==> src/rtl/acc_trigger_scheduler.sv <==
`timescale 1ns/1ps
// -----------------------------------------------------------------------------
// acc_trigger_scheduler
// Sequences the AOM control flag for accumulation scans. A rising edge on
// laser_start_i latches the burst configuration, waits cfg_delay cycles, then
// emits cfg_num pulses of cfg_high cycles high with a cfg_period rise-to-rise
// spacing. Status flags and the issued-pulse count are reported alongside.
//
// Ports:
//   clk_i            system clock
//   rst_n_i          asynchronous active-low reset
//   laser_start_i    scan enable level; rising edge starts a burst
//   abort_i          level abort, takes effect in DELAY/HIGH/LOW
//   cfg_delay_i      cycles from start detection to first pulse
//   cfg_high_i       pulse high time in cycles
//   cfg_period_i     pulse period in cycles (rise to rise)
//   cfg_num_i        pulses per burst
//   aom_ctrl_flag_o  registered AOM control pulse train
//   busy_o           high while in DELAY/HIGH/LOW
//   done_o           one-cycle pulse on normal burst completion
//   err_o            sticky config error, cleared at next accepted start
//   ovr_o            sticky start-while-busy flag, cleared at next accepted start
//   trig_cnt_o       pulses issued in the current or last burst
// -----------------------------------------------------------------------------
module acc_trigger_scheduler #(
  parameter int CNT_W  = 32,
  parameter int HIGH_W = 16
) (
  input  logic              clk_i,
  input  logic              rst_n_i,
  input  logic              laser_start_i,
  input  logic              abort_i,
  input  logic [CNT_W-1:0]  cfg_delay_i,
  input  logic [HIGH_W-1:0] cfg_high_i,
  input  logic [CNT_W-1:0]  cfg_period_i,
  input  logic [CNT_W-1:0]  cfg_num_i,
  output logic              aom_ctrl_flag_o,
  output logic              busy_o,
  output logic              done_o,
  output logic              err_o,
  output logic              ovr_o,
  output logic [CNT_W-1:0]  trig_cnt_o
);

  typedef enum logic [2:0] {
    ST_IDLE  = 3'd0,
    ST_DELAY = 3'd1,
    ST_HIGH  = 3'd2,
    ST_LOW   = 3'd3,
    ST_DONE  = 3'd4
  } state_t;

  localparam logic [CNT_W-1:0] CNT_ZERO = {CNT_W{1'b0}};
  localparam logic [CNT_W-1:0] CNT_ONE  = {{(CNT_W-1){1'b0}}, 1'b1};

  state_t           state_r, state_s;
  logic             ls_d_r;
  logic [CNT_W-1:0] delay_r, delay_s;
  logic [CNT_W-1:0] high_r, high_s;
  logic [CNT_W-1:0] period_r, period_s;
  logic [CNT_W-1:0] num_r, num_s;
  logic [CNT_W-1:0] phase_cnt_r, phase_cnt_s;
  logic [CNT_W-1:0] trig_cnt_r, trig_cnt_s;
  logic             flag_r, flag_s;
  logic             busy_r, busy_s;
  logic             done_r, done_s;
  logic             err_r, err_s;
  logic             ovr_r, ovr_s;

  logic             start_edge_s;
  logic             cfg_bad_s;
  logic [CNT_W-1:0] cfg_high_ext_s;
  logic [CNT_W-1:0] low_len_s;

  assign start_edge_s   = laser_start_i & ~ls_d_r;
  assign cfg_high_ext_s = CNT_W'(cfg_high_i);
  assign cfg_bad_s      = (cfg_high_i == {HIGH_W{1'b0}}) || (cfg_period_i <= cfg_high_ext_s);
  // Low phase length; period > high is guaranteed for any burst that runs.
  assign low_len_s      = period_r - high_r;

  // Next-state and next-output computation for the burst sequencer.
  always_comb begin
    state_s     = state_r;
    delay_s     = delay_r;
    high_s      = high_r;
    period_s    = period_r;
    num_s       = num_r;
    phase_cnt_s = phase_cnt_r;
    trig_cnt_s  = trig_cnt_r;
    flag_s      = 1'b0;
    busy_s      = 1'b0;
    done_s      = 1'b0;
    err_s       = err_r;
    // A start edge during an active burst is only recorded, never accepted.
    if (busy_r && start_edge_s) begin
      ovr_s = 1'b1;
    end else begin
      ovr_s = ovr_r;
    end

    case (state_r)
      ST_IDLE, ST_DONE: begin
        if (start_edge_s) begin
          delay_s     = cfg_delay_i;
          high_s      = cfg_high_ext_s;
          period_s    = cfg_period_i;
          num_s       = cfg_num_i;
          trig_cnt_s  = CNT_ZERO;
          ovr_s       = 1'b0;
          phase_cnt_s = CNT_ONE;
          if (cfg_bad_s) begin
            err_s   = 1'b1;
            state_s = ST_IDLE;
          end else begin
            err_s = 1'b0;
            if (cfg_num_i == CNT_ZERO) begin
              state_s = ST_DONE;
              done_s  = 1'b1;
            end else if (cfg_delay_i == CNT_ZERO) begin
              // Zero delay: the first pulse rises in the very next cycle.
              state_s    = ST_HIGH;
              flag_s     = 1'b1;
              busy_s     = 1'b1;
              trig_cnt_s = CNT_ONE;
            end else begin
              state_s = ST_DELAY;
              busy_s  = 1'b1;
            end
          end
        end else begin
          state_s = ST_IDLE;
        end
      end

      ST_DELAY: begin
        if (abort_i) begin
          state_s = ST_IDLE;
        end else if (phase_cnt_r == delay_r) begin
          state_s     = ST_HIGH;
          flag_s      = 1'b1;
          busy_s      = 1'b1;
          trig_cnt_s  = trig_cnt_r + CNT_ONE;
          phase_cnt_s = CNT_ONE;
        end else begin
          busy_s      = 1'b1;
          phase_cnt_s = phase_cnt_r + CNT_ONE;
        end
      end

      ST_HIGH: begin
        if (abort_i) begin
          state_s = ST_IDLE;
        end else if (phase_cnt_r == high_r) begin
          // The last pulse skips its low phase and reports done immediately.
          if (trig_cnt_r == num_r) begin
            state_s = ST_DONE;
            done_s  = 1'b1;
          end else begin
            state_s     = ST_LOW;
            busy_s      = 1'b1;
            phase_cnt_s = CNT_ONE;
          end
        end else begin
          flag_s      = 1'b1;
          busy_s      = 1'b1;
          phase_cnt_s = phase_cnt_r + CNT_ONE;
        end
      end

      ST_LOW: begin
        if (abort_i) begin
          state_s = ST_IDLE;
        end else if (phase_cnt_r == low_len_s) begin
          state_s     = ST_HIGH;
          flag_s      = 1'b1;
          busy_s      = 1'b1;
          trig_cnt_s  = trig_cnt_r + CNT_ONE;
          phase_cnt_s = CNT_ONE;
        end else begin
          busy_s      = 1'b1;
          phase_cnt_s = phase_cnt_r + CNT_ONE;
        end
      end

      default: begin
        state_s = ST_IDLE;
      end
    endcase
  end

  // State, latched configuration and registered outputs.
  always_ff @(posedge clk_i or negedge rst_n_i) begin
    if (!rst_n_i) begin
      state_r     <= ST_IDLE;
      ls_d_r      <= 1'b0;
      delay_r     <= CNT_ZERO;
      high_r      <= CNT_ZERO;
      period_r    <= CNT_ZERO;
      num_r       <= CNT_ZERO;
      phase_cnt_r <= CNT_ZERO;
      trig_cnt_r  <= CNT_ZERO;
      flag_r      <= 1'b0;
      busy_r      <= 1'b0;
      done_r      <= 1'b0;
      err_r       <= 1'b0;
      ovr_r       <= 1'b0;
    end else begin
      state_r     <= state_s;
      ls_d_r      <= laser_start_i;
      delay_r     <= delay_s;
      high_r      <= high_s;
      period_r    <= period_s;
      num_r       <= num_s;
      phase_cnt_r <= phase_cnt_s;
      trig_cnt_r  <= trig_cnt_s;
      flag_r      <= flag_s;
      busy_r      <= busy_s;
      done_r      <= done_s;
      err_r       <= err_s;
      ovr_r       <= ovr_s;
    end
  end

  assign aom_ctrl_flag_o = flag_r;
  assign busy_o          = busy_r;
  assign done_o          = done_r;
  assign err_o           = err_r;
  assign ovr_o           = ovr_r;
  assign trig_cnt_o      = trig_cnt_r;

endmodule
==> config.mk <==
export PLATFORM = sky130hd
export DESIGN_NAME = acc_trigger_scheduler
export DESIGN_NICKNAME = d
export VERILOG_FILES = /design/src/rtl/acc_trigger_scheduler.sv
export SDC_FILE = /design/constraint.sdc
export NUM_CORES = 1
export LEC_CHECK = 0
export ABC_AREA = 1
export CELL_PAD_IN_SITES_DETAIL_PLACEMENT = 1
export CELL_PAD_IN_SITES_GLOBAL_PLACEMENT = 2
export CORE_MARGIN = 1
export CORE_UTILIZATION = 29
export DETAILED_ROUTE_END_ITERATION = 16
export GPL_ROUTABILITY_DRIVEN = 0
export PLACE_DENSITY = 0.86
export RECOVER_POWER = 25
export SLEW_MARGIN = 20
export SYNTH_ARGS = -nofsm -noshare
export SYNTH_HDL_FRONTEND = slang
export SYNTH_SLANG_ARGS = --single-unit
==> constraint.sdc <==
create_clock -name clk_i -period 2.66 [get_ports clk_i]
set_input_delay 0.399 -clock clk_i [delete_from_list [all_inputs] [get_ports clk_i]]
set_output_delay 0.399 -clock clk_i [all_outputs]
set_load 0.005 [all_outputs]
# After elaboration in Yosys (flattened, before gate mapping)
# Cells that the tools add are included.
# totals
reg_bits	185
latch_bits	0
ram_bits	0
romBits	0
inputBits	116
output_inout_bits	37
elab_cells	111
memories	0
# op_classes
n_addsub	3
mul	0
div_mod_pow	0
order_cmp	1
n_eq_ne	18
shifts	0
muxes	60
n_bitwise	2
n_reduce_logical	14
# ops
operator	count
$mux 32	13
$pmux 32 s4	1
$eq 32x32->1	3
$pmux 32 s3	1
$add 32x1->32 const B	2
$logic_not 32->1	2
$eq 32x16->1	1
$le 32x16->1	1
$sub 32x16->32	1
$mux 1	30
$mux 3	10
$logic_not 16->1	1
$ne 2x2->1 const B	6
$ne 3x3->1 const B	4
$pmux 3 s4	1
$reduce_and 6->1	2
$eq 3x2->1 const B	2
$pmux 1 s4	1
$reduce_bool 4->1	1
$reduce_or 2->1	2
$eq 3x1->1 const B	1
$eq 3x3->1 const B	1
$logic_not 3->1	1
$pmux 1 s3	1
other kinds (9)	9

# Logic depth before layout (Yosys ltp)
# depth
word_depth	6
ltp_mapped	23
mapped_depth_nobuf	23

# Worst setup path after synthesis
# OpenSTA, ideal clock, no wires.
# synth_path
kind	reg2reg
startpoint	register high_r[0]
endpoint	register trig_cnt_r[3] (netlist: trig_cnt_o[3])
setup_ps	123
arrival_ps	2573
required_ps	2537
setup_slack_ps	-37
stages_incl_launch_ff	22
path_buffers	1
period_less_slack_ps	2697
cell_sequence	dfrtp_1 ha_1 fa_1 inv_1 nand2_1 nand3_1 nand3_1 nand2_1 nand2_2 nand2_1 nand2_1 nand2_1 nand2_1 nor2_1 nand3_1 nor2_2 nand2_2 nand2_4 nand3_4 buf_6 nand2_1 o21ai_2
# synth_between
elab_chain_len	4
# synth_lines
element	line	source
from (decl)	59	logic [CNT_W-1:0] high_r, high_s;
from (signal assigned)	211	high_r <= high_s;
$sub 32x16->32	79	assign low_len_s = period_r - high_r;
$eq 32x32->1	173	end else if (phase_cnt_r == low_len_s) begin
$ne 2x2->1 (no line)	n/a	
$reduce_and 6->1 (no line)	n/a	
to (signal assigned)	215	trig_cnt_r <= trig_cnt_s;
to (decl)	63	logic [CNT_W-1:0] trig_cnt_r, trig_cnt_s;
# No other way between the ends.
# A chain may end at the register's enable or synchronous reset.

# Worst setup path after layout
# layout_path
startpoint	register high_r[0]
endpoint	register trig_cnt_r[18] (netlist: trig_cnt_o[18])
# The elaborated chain is that of the path after synthesis.

==> out/results.tsv <==
stage	metric	value	unit
outcome	outcome	complete, but fails checks	
outcome	failing checks	max-capacitance violations, max-slew violations, negative setup slack	
logic_synthesis	cell count after synthesis	1891	
critical_path	launch point of the worst path	high_r[0]	
critical_path	Worst setup EP type	flip-flop	
floorplan	Die Wd	213.8	um
critical_path	R2R depth	22	
clock_tree	clk sink count	185	
floorplan	num rows	77	
timing	min cycle time layout	3.086	ns
timing	setup_tns	-24.61	ns
critical_path	reg2reg start	high_r[0]	
power	total chip power	0.02032	W
logic_synthesis	synthesized area	13000	um^2
detailed_routing	routed len/inst	17.62	um
detailed_routing	DRT Pass-1 Iters	5	
clock_tree	Reg clk slew, reported paths	0.08	ns
floorplan	Initial Util	29.41	%
final_layout	layout net count	2421	
logic_synthesis	post-synthesis average cell area	6.877	um^2
final_layout	FILL cells	5501	
grt	largest net degree at the start of global routing	61	
power	VDD IR max	0.0005803	V
clock_tree	Max Buffers Root-to-Sink	2	
logic_synthesis	register area share after synthesis	35.60	%
worst_hold_path	end of the worst hold path	num_r[17]	
clock_tree	TritonCTS clock tree	done	
critical_path	reg2reg end	trig_cnt_o[18]	
grt	grt peak-use layer	met2	
grt	grt met2 use	40.85	%
grt	GRT met1 Usage	27.57	%
worst_hold_path	Hold Crit Start	cfg_num_i[17]	
timing	RSZ-0062 raised after global routing	true	
logic_synthesis	Synth cell types	50	
detailed_routing	Routed WL	50.65	mm
logic_synthesis	yosys warns	0	
worst_hold_path	Hold Crit Class	input pin to flip-flop	
timing	Hold Vio Cnt, Final	0	
critical_path	critical-path cell list	ha_4 -> fa_2 -> inv_2 -> nand2_2 -> nand3_2 -> nand3_2 -> nand2_4 -> nand2_2 -> nand2_2 -> nand2_1 -> nor2_1 -> nand2_1 -> nor2_1 -> nand3_1 -> nor2_2 -> nand2_2 -> nand2_4 -> nand3_4 -> buf_12 -> buf_12 -> nand2_2 -> o21ai_2	
logic_synthesis	Net Count, Synth	2042	
critical_path	Worst EP required	3.04	ns
timing	Slew Limit Fails	61	
logic_synthesis	Yosys reg bits	185	
placed_design	IO buf count	152	
final_layout	Area Growth Syn to Fin	42.04	%
timing	Fmax achieved	324.1	MHz
final_layout	multi-input logic area	7812	um^2
final_layout	# diodes	0	
detailed_routing	DRC viols	0	
critical_path	Crit path arrival time	3.47	ns
floorplan	Die Area	45690	um^2
timing	Clock Skew	0.01440	ns
critical_path	worst-path fanout max	7	
placed_design	dpl hpwl	38.81	mm
grt	Overall Global Routing Usage	22.96	%
worst_hold_path	Hold Path Depth	3	
timing	Slew @ Worst Pin	1.648	ns
critical_path	CP max stage delay	0.41	ns
detailed_routing	Initial DRC Count	674	
critical_path	reg-to-reg slack, setup	-0.43	ns
detailed_routing	post-route ant nets	0	
critical_path	class of the most critical setup path	flip-flop to flip-flop	
final_layout	share of layout cells above drive strength 1	22.95	%
final_layout	FF+latch area	4631	um^2
grt	first-pass GRT wire length	80.11	mm
clock_tree	cts bufs inserted	17	
critical_path	Crit path top cell by count	nand2_2	
floorplan	Die Ht	213.8	um
detailed_routing	vias	13890	
flow_run	max cap viols	1	
clock_tree	H-tree depth	4	
grt	initial antenna violation count	3	
timing	fin worst setup slack	-0.4256	ns
clock_tree	Worst-Skew Late Latency	0.50	ns
detailed_routing	Vias/cell	4.833	
critical_path	Critical-path top delay cell	dfrtp_1	
timing	Tcrit/Tclk final	116.0	%
critical_path	CP Launch Type	flip-flop	
floorplan	core area	44220	um^2
floorplan	I/O pins	153	
grt	met3 Resource Use GR	4.203	%
timing	relative slew slack	-9.876	%
clock_tree	Clock Root Buffer	clkbuf_16	
power	leakage power	9.041	nW
grt	grt ovf	0	
power	PwrDens	1100	nW/um^2
timing	final setup fails	67	
grt	vias in the first global route	15170	
worst max-delay path: cells and delay by family, from the launching register on:
kind / cells / cell delay [ns]
AND/OR/NAND/NOR: 16 / 1.50
adder cells (fa/ha/maj): 2 / 0.55
buffers and inverters: 3 / 0.43
flip-flops: 1 / 0.41
AO/OA/AOI/OAI: 1 / 0.05
placed cells by master, fill, tap and decap left out, types with 32 or more instances in the layout:
cell | netlist | layout
xnor2_1 | 53 | 53
o21ai_0 | 61 | 60
or2_2 | 35 | 35
nand2_2 | 9 | 47
inv_1 | 232 | 220
o21ai_2 | 32 | 32
nor4_1 | 37 | 34
nand4_1 | 47 | 47
xor2_1 | 57 | 57
nor2_1 | 116 | 106
clkdlybuf4s50_1 | 0 | 150
nand3_1 | 107 | 99
dfrtp_1 | 185 | 184
nand2_1 | 701 | 645
buf_4 | 0 | 244
cell families (layout without fill, tap and decap cells):
family,Yosys count,in the layout,share of synthesized area [%]
AO/OA/AOI/OAI,132,132,6.495
adder cells (fa/ha/maj),35,35,3.425
XOR/XNOR,110,110,7.409
buffers and inverters,301,691,9.160
flip-flops,185,185,35.60
AND/OR/NAND/NOR,1128,1130,37.91
sequential cells by signal, summed over array words and instances (netlist names):
register         count
num_r               32
busy_o               1
trig_cnt_o          32
state_r              3
aom_ctrl_flag_o      1
high_r              16
phase_cnt_r         32
ovr_o                1
delay_r             32
ls_d_r               1
period_r            32
done_o               1
err_o                1
metrics by stage:
| step | std cells | utilization (%) | hold WS (ns) | setup WS [ns] | instance area (um^2) |
|---|---|---|---|---|---|
| floorplan | 1891 | - | 0.1034 | 0.003743 | 13010 |
| global route | 2875 | 41.77 | 0.4649 | -0.5623 | 18470 |
| global placement | 2811 | 38.13 | 0.4221 | -0.3526 | 16860 |
| detailed placement | 2811 | 38.13 | 0.4247 | -0.4483 | 16860 |
| CTS | 2870 | 41.08 | 0.3538 | -0.2995 | 18170 |
| finish | 2875 | 41.77 | 0.4741 | -0.4256 | 18470 |
power breakdown:
| group | switching [W] | leakage (nW) | internal, W |
|---|---|---|---|
| Sequential | 0.000830 | 2.39 | 0.00375 |
| Clock | 0.00133 | 0.286 | 0.00133 |
| Combinational | 0.00721 | 6.36 | 0.00587 |
cell usage after synthesis (all sizes together):
library cell	n	share of area [%]
nand3	112	4.6
or2	37	1.8
ha	34	3.3
and2	2	0.096
dfrtp	185	36
o21a	2	0.12
nand4	48	2.4
xor2	57	3.8
and3	1	0.048
inv	238	6.9
a21boi	2	0.12
or3	2	0.096
nor3	32	1.3
a211oi	2	0.12
o41ai	1	0.067
a22oi	1	0.058
a31o	2	0.13
fa	1	0.15
a221oi	2	0.13
clkbuf	44	1.3
nor4	38	1.9
o211ai	3	0.17
nand2	711	21
o21ai	93	4.5
a21oi	20	0.80
or4	1	0.087
xnor2	53	3.6
nand3b	16	0.92
a32o	2	0.15
nor2	128	4.0
buf	19	1.0
a21o	1	0.058
o221ai	1	0.067
layer usage:
layer / share of wire, % / routed length (um) / vias up
li1: - / - / 6730
met1: 43 / 21760 / 6837
met2: 51 / 25650 / 239
met3: 3.7 / 1859 / 86
met4: 2.7 / 1366 / 2
met5: 0.016 / 8 / -
what timing repair did:
action / 4_1_cts / 5_1_grt
hold endpoints to repair: 56 / 0
hold buffers: 1 / 0
setup buffers: 21 / 3
pin swaps: 24 / 28
cloned: 7 / 3
endpoints found under the setup margin: 66 / 68
gates resized for setup: 94 / 61
area by class of cell:
cell class / count / share of cell area (%)
clock buffer: 18 / 2.324
clock inverter: 14 / 0.8468
inverter: 238 / 4.837
multi-input combinational: 1407 / 42.30
sequential: 185 / 25.07
tap: 592 / 4.010
timing repair buffer: 421 / 20.61
worst max-delay path by stage:
stage	cells past startpoint	slack, ns	endpoint
after floorplan	21	0.004	trig_cnt_o[3]
final	22	-0.43	trig_cnt_o[18]
after global placement	23	-0.35	state_r[0]
after detailed placement	21	-0.45	state_r[0]
after CTS	22	-0.30	trig_cnt_o[22]
after global routing	22	-0.56	trig_cnt_o[18]
Note: power is estimated with default switching activity, not from simulation.
